## src/rtl/regfile_param.sv

```systemverilog
// regfile_param: parametrised integer register file with byte-enabled writes,
// same-cycle write-to-read bypass, a per-register busy scoreboard and a
// sequential clear engine that zeroes the array after reset or on clr.
module regfile_param #(
  parameter int XLEN     = 32,
  parameter int AW       = 5,
  parameter int ZERO_REG = 1,
  parameter int BYPASS   = 1
) (
  input  logic              clk,
  input  logic              rst_n,
  input  logic              clr,
  output logic              ready,
  input  logic              we,
  input  logic [AW-1:0]     wa,
  input  logic [XLEN-1:0]   wd,
  input  logic [XLEN/8-1:0] wbe,
  input  logic [AW-1:0]     ra1,
  input  logic [AW-1:0]     ra2,
  output logic [XLEN-1:0]   rd1,
  output logic [XLEN-1:0]   rd2,
  output logic              busy1,
  output logic              busy2,
  input  logic              set_busy,
  input  logic [AW-1:0]     set_addr
);

  localparam int NREGS = 1 << AW;
  localparam int NB    = XLEN / 8;
  localparam int NRP   = 2;
  localparam logic [AW:0] LAST = (AW+1)'(NREGS - 1);

  typedef enum logic {CLEAR, RUN} state_t;

  state_t                 state;
  logic [AW:0]            ptr;
  logic [XLEN-1:0]        mem [NREGS];
  logic [NREGS-1:0]       busy;

  logic                   wr_ok;
  logic                   set_ok;
  logic [NRP-1:0][AW-1:0] ra_v;
  logic [NRP-1:0][XLEN-1:0] rd_v;
  logic [NRP-1:0]         bz_v;

  // Register 0 is hard-wired when ZERO_REG, so writes and busy-sets to it drop.
  assign wr_ok  = ready && we && !((ZERO_REG != 0) && (wa == '0));
  assign set_ok = ready && set_busy && !((ZERO_REG != 0) && (set_addr == '0));

  // Sweep sequencer: CLEAR walks ptr over every entry, then RUN until clr.
  always_ff @(posedge clk or negedge rst_n) begin
    if (!rst_n) begin
      state <= CLEAR;
      ptr   <= '0;
      ready <= 1'b0;
    end else begin
      case (state)
        CLEAR: begin
          if (clr) begin
            ptr <= '0;
          end else if (ptr == LAST) begin
            ptr   <= '0;
            state <= RUN;
            ready <= 1'b1;
          end else begin
            ptr <= ptr + (AW+1)'(1);
          end
        end
        RUN: begin
          if (clr) begin
            ptr   <= '0;
            state <= CLEAR;
            ready <= 1'b0;
          end
        end
        default: begin
          state <= CLEAR;
          ptr   <= '0;
          ready <= 1'b0;
        end
      endcase
    end
  end

  // Storage: no reset network; the sweep zeroes entries one per cycle, and
  // byte-masked writes land only in RUN (ready gates wr_ok).
  always_ff @(posedge clk) begin
    if (state == CLEAR) begin
      mem[ptr[AW-1:0]] <= '0;
    end else if (wr_ok) begin
      for (int k = 0; k < NB; k++)
        if (wbe[k]) mem[wa][8*k +: 8] <= wd[8*k +: 8];
    end
  end

  // Scoreboard: write clears, set_busy sets afterwards so set wins a collision.
  always_ff @(posedge clk or negedge rst_n) begin
    if (!rst_n) begin
      busy <= '0;
    end else if (clr) begin
      busy <= '0;
    end else begin
      if (wr_ok)  busy[wa]       <= 1'b0;
      if (set_ok) busy[set_addr] <= 1'b1;
    end
  end

  assign ra_v = {ra2, ra1};

  // Read ports: stored word, optionally patched with same-cycle write bytes,
  // forced to zero while not ready or for the hard-wired zero register.
  always_comb begin
    rd_v = '0;
    bz_v = '0;
    for (int p = 0; p < NRP; p++) begin
      rd_v[p] = mem[ra_v[p]];
      if ((BYPASS != 0) && wr_ok && (wa == ra_v[p]))
        for (int k = 0; k < NB; k++)
          if (wbe[k]) rd_v[p][8*k +: 8] = wd[8*k +: 8];
      bz_v[p] = busy[ra_v[p]];
      if (!ready || ((ZERO_REG != 0) && (ra_v[p] == '0))) begin
        rd_v[p] = '0;
        bz_v[p] = 1'b0;
      end
    end
  end

  assign rd1   = rd_v[0];
  assign rd2   = rd_v[1];
  assign busy1 = bz_v[0];
  assign busy2 = bz_v[1];

endmodule

```

## config.mk

```make
export PLATFORM = sky130hd
export DESIGN_NAME = regfile_param
export DESIGN_NICKNAME = d
export VERILOG_FILES = /design/src/rtl/regfile_param.sv
export SDC_FILE = /design/constraint.sdc
export NUM_CORES = 1
export LEC_CHECK = 0
export CAP_MARGIN = 0
export CELL_PAD_IN_SITES_DETAIL_PLACEMENT = 1
export CELL_PAD_IN_SITES_GLOBAL_PLACEMENT = 1
export CORE_MARGIN = 4
export CORE_UTILIZATION = 54
export DETAILED_ROUTE_END_ITERATION = 7
export PLACE_DENSITY_LB_ADDON = 0.1
export SLEW_MARGIN = 20
export SYNTH_ARGS = -nofsm -noshare
export SYNTH_HDL_FRONTEND = slang
export SYNTH_SLANG_ARGS = --single-unit
```

## constraint.sdc

```tcl
create_clock -name clk -period 3.17 [get_ports clk]
set_input_delay 0.4755 -clock clk [delete_from_list [all_inputs] [get_ports clk]]
set_output_delay 0.4755 -clock clk [all_outputs]
set_load 0.02 [all_outputs]
```

==> flow_results.xml <==
<?xml version="1.0" encoding="UTF-8"?>
<metrics>
  <group name="synthesis">
    <metric name="synthesis.instances" unit="">2964</metric>
    <metric name="post_synth_num_cell_types" unit="">62</metric>
    <metric name="number_of_enable_type_register_cells_in_the_synthesized_netlist" unit="">1024</metric>
    <metric name="ys_ff_latch" unit="">1064</metric>
    <metric name="yosys_warnings" unit="">0</metric>
    <metric name="syn_area_per_cell" unit="sq um">17.4</metric>
    <metric name="synthTopCellsByArea" unit="">sky130_fd_sc_hd__edfxtp_1 60%, sky130_fd_sc_hd__mux4_2 22%, sky130_fd_sc_hd__mux2i_1 4.0%</metric>
    <metric name="yosysTopAreaCell" unit="">sky130_fd_sc_hd__edfxtp_1</metric>
    <metric name="synth_sequential_area_ratio" unit="">0.615</metric>
    <metric name="most_common_flop_cell_mapped_by_yosys" unit="">sky130_fd_sc_hd__edfxtp_1</metric>
    <metric name="syn-cell-area" unit="sq um">51600</metric>
    <metric name="share_of_synthesized_registers_carrying_an_async_set_or_reset" unit="">0.0376</metric>
    <metric name="netlist.area_leader.share" unit="">0.596</metric>
    <metric name="synth_nets" unit="">3026</metric>
  </group>
  <group name="placement">
    <metric name="placer_s_final_routability_congestion_estimate" unit="">0.921</metric>
    <metric name="placedCellCount" unit="">4695</metric>
    <metric name="portBuffers" unit="">127</metric>
    <metric name="dp_slack" unit="ps">-827</metric>
    <metric name="dp_hpwl" unit="um">120000</metric>
  </group>
  <group name="timing">
    <metric name="postLayoutSetupSlackWorst" unit="ps">-114</metric>
    <metric name="fin_worst_skew" unit="ps">22.8</metric>
    <metric name="final_min_period_over_clock_period" unit="">1.04</metric>
    <metric name="setup_viol_count_final" unit="">12</metric>
    <metric name="finalHoldViolCount" unit="">0</metric>
    <metric name="layout_min_cycle_time" unit="ps">3280</metric>
    <metric name="hold_slack" unit="ps">500</metric>
    <metric name="clock.fmax" unit="GHz">0.305</metric>
    <metric name="worst_pin_slew" unit="ps">993</metric>
    <metric name="slew_headroom" unit="">0.338</metric>
    <metric name="finalMaxSlewViolations" unit="">0</metric>
    <metric name="setup_repair_after_global_routing_missed_its_margin" unit="">true</metric>
  </group>
  <group name="min_path">
    <metric name="hold_path.class" unit="">in2async</metric>
  </group>
  <group name="clocking">
    <metric name="htreeDepth" unit="">3</metric>
    <metric name="insertion_delay" unit="ps">700</metric>
    <metric name="max-clock-path-buffers" unit="">3</metric>
    <metric name="cts_root_buffer" unit="">sky130_fd_sc_hd__clkbuf_16</metric>
    <metric name="cts_tree" unit="">done</metric>
    <metric name="clock_sinks" unit="">1064</metric>
    <metric name="clkSlewWorstSetupHoldPaths" unit="ps">70</metric>
    <metric name="cts-buffers-inserted" unit="">110</metric>
  </group>
  <group name="drt">
    <metric name="route.final.wire_length" unit="um">176000</metric>
    <metric name="route.detailed.wl_per_inst" unit="um">35.6</metric>
    <metric name="detail_route.first_pass.iterations" unit="">5</metric>
    <metric name="drt-vias-per-instance" unit="">6.94</metric>
    <metric name="first_iter_violations" unit="">3873</metric>
    <metric name="drt.antenna.violating_nets" unit="">0</metric>
    <metric name="drc_errors" unit="">0</metric>
    <metric name="vias" unit="">34200</metric>
  </group>
  <group name="setup_path">
    <metric name="worstSetupEndpointType" unit="">output pin</metric>
    <metric name="required_time_of_the_worst_setup_path" unit="ps">2690</metric>
    <metric name="r2r_start" unit="">state$_DFF_PN0_</metric>
    <metric name="worst_r2r_path_depth" unit="">9</metric>
    <metric name="worst-path-max-fanout" unit="">2</metric>
    <metric name="critPathLaunchType" unit="">flip-flop</metric>
    <metric name="crit-reg2reg-capture" unit="">mem[16][22]$_DFFE_PP_</metric>
    <metric name="critPathArrivalTime" unit="ps">2810</metric>
    <metric name="critPathKind" unit="">reg2out</metric>
    <metric name="reg2reg_setup_slack" unit="ps">170</metric>
  </group>
  <group name="flow_run">
    <metric name="maxCapViolations" unit="">0</metric>
  </group>
  <group name="final_layout">
    <metric name="layout_cells_sized_above_1" unit="">0.409</metric>
    <metric name="nets" unit="">3641</metric>
    <metric name="finished_layout_cells" unit="">4936</metric>
    <metric name="num-fill-cells" unit="">8026</metric>
    <metric name="layout.area.seq" unit="sq um">31800</metric>
    <metric name="multi_input_area" unit="sq um">19500</metric>
    <metric name="most-common-layout-cells" unit="">1,024 x sky130_fd_sc_hd__edfxtp_1, 503 x sky130_fd_sc_hd__mux4_2, 464 x sky130_fd_sc_hd__buf_4</metric>
    <metric name="most_common_cell_after_layout_fill_and_taps_aside" unit="">sky130_fd_sc_hd__edfxtp_1</metric>
    <metric name="area.growth.synth_to_final" unit="%">23.6</metric>
  </group>
  <group name="floorplanning">
    <metric name="ioPinCount" unit="">128</metric>
    <metric name="starting_utilization_of_the_core_area" unit="">0.544</metric>
    <metric name="core_area" unit="sq um">94900</metric>
    <metric name="die_h" unit="um">317</metric>
    <metric name="num_rows" unit="">113</metric>
    <metric name="die_x" unit="um">317</metric>
    <metric name="fp.dieArea" unit="sq um">101000</metric>
  </group>
  <group name="outcome">
    <metric name="violations" unit="">negative setup slack</metric>
    <metric name="status" unit="">complete, but fails checks</metric>
  </group>
  <group name="grt">
    <metric name="antenna_violations_before_repair" unit="">2</metric>
    <metric name="grt_pass1_vias" unit="">36700</metric>
    <metric name="grt_max_degree" unit="">43</metric>
    <metric name="grt_overflow" unit="">0</metric>
    <metric name="grt_use_total" unit="">0.351</metric>
    <metric name="wire_length_of_the_first_global_routing_pass" unit="um">255000</metric>
  </group>
  <group name="pwr">
    <metric name="static-leakage-power" unit="uW">0.0224</metric>
    <metric name="peakVddDrop" unit="V">0.000665</metric>
    <metric name="p_per_area" unit="nW/um^2">501</metric>
  </group>
</metrics>
-- stage by stage --
| step | cell area, sq um | total power (uW) | util | setup TNS, ps |
|---|---|---|---|---|
| floorplan | 51600 | 17500 | - | 0 |
| global placement | 59100 | 18900 | 0.622 | -482500 |
| detailed placement | 59100 | 19000 | 0.622 | -530750 |
| CTS | 63200 | 31900 | 0.666 | -1270 |
| global route | 63800 | 32900 | 0.673 | -2430 |
| finish | 63800 | 32000 | 0.673 | -908 |
-- Yosys cell counts (all sizes together) (36+ instances only) --
master and number:
edfxtp 1024, mux4 503, nand2 208, mux2i 205
nor2 175, buf 135, a21oi 113, clkbuf 85
nand3 64, o21ai 55, dfrtp 40, a221oi 36
-- report_power, final --
part / internal (uW) / switching [uW] / total, uW
Combinational: 1620 / 1900 / 3520
Clock: 7410 / 5570 / 13000
Sequential: 15400 / 89.8 / 15500
-- state kept, by name, indices dropped and copies added, names as in the netlist --
register  count
ready         1
ptr           6
state         1
busy         32
mem        1024
-- repair_timing --
action,in CTS,in global routing
hold buffers,1,0
resized for setup,409,133
setup buffers,24,13
pin swaps,25,17
setup endpoints to repair,198,299
cloned,1,2
endpoints found under the hold margin,40,0
-- worst max-delay path by stage --
| stage | from | endpoint | slack [ps] | cells past startpoint |
|---|---|---|---|---|
| after floorplan | wa[0] | mem[0][24]$_DFFE_PP_ | 210 | 6 |
| after global placement | wa[4] | mem[24][21]$_DFFE_PP_ | -800 | 10 |
| after detailed placement | wa[4] | mem[24][21]$_DFFE_PP_ | -830 | 10 |
| after CTS | mem[3][29]$_DFFE_PP_ | rd1[29] | -160 | 7 |
| after global routing | mem[3][15]$_DFFE_PP_ | rd2[15] | -180 | 6 |
| final | mem[3][15]$_DFFE_PP_ | rd2[15] | -110 | 6 |
-- layout make-up --
type,count,share of cell area
repair buffers,723,0.115
clock buffers,137,0.0457
diodes,1,0.0000392
flip-flops and latches,1064,0.497
inverters,14,0.000823
well taps,1265,0.0248
clock inverters,66,0.00992
multi-input cells,1666,0.306
-- layer usage --
layer | share of wire | global-route usage
met2 | 0.49 | 0.576
met3 | 0.089 | 0.0633
met5 | 0 | 0
met1 | 0.37 | 0.463
met4 | 0.050 | 0.164
-- cell families after synthesis --
group,synth area share
and+or+nand+nor,0.0480
buffers and inverters,0.0237
adders and majority gates,0.000242
xor gates and xnor gates,0.00204
AOI/OAI and AO/OA,0.0494
DFF,0.615
muxes,0.262
-- worst max-delay path, stage by stage (launching register included) --
cell                        delay (ps)
sky130_fd_sc_hd__edfxtp_1          430
sky130_fd_sc_hd__mux4_2            550
sky130_fd_sc_hd__a2111oi_4         330
sky130_fd_sc_hd__buf_4             190
sky130_fd_sc_hd__o211ai_1          150
sky130_fd_sc_hd__a32o_2            320
sky130_fd_sc_hd__buf_6             130
(Power assumes the default switching activity.)
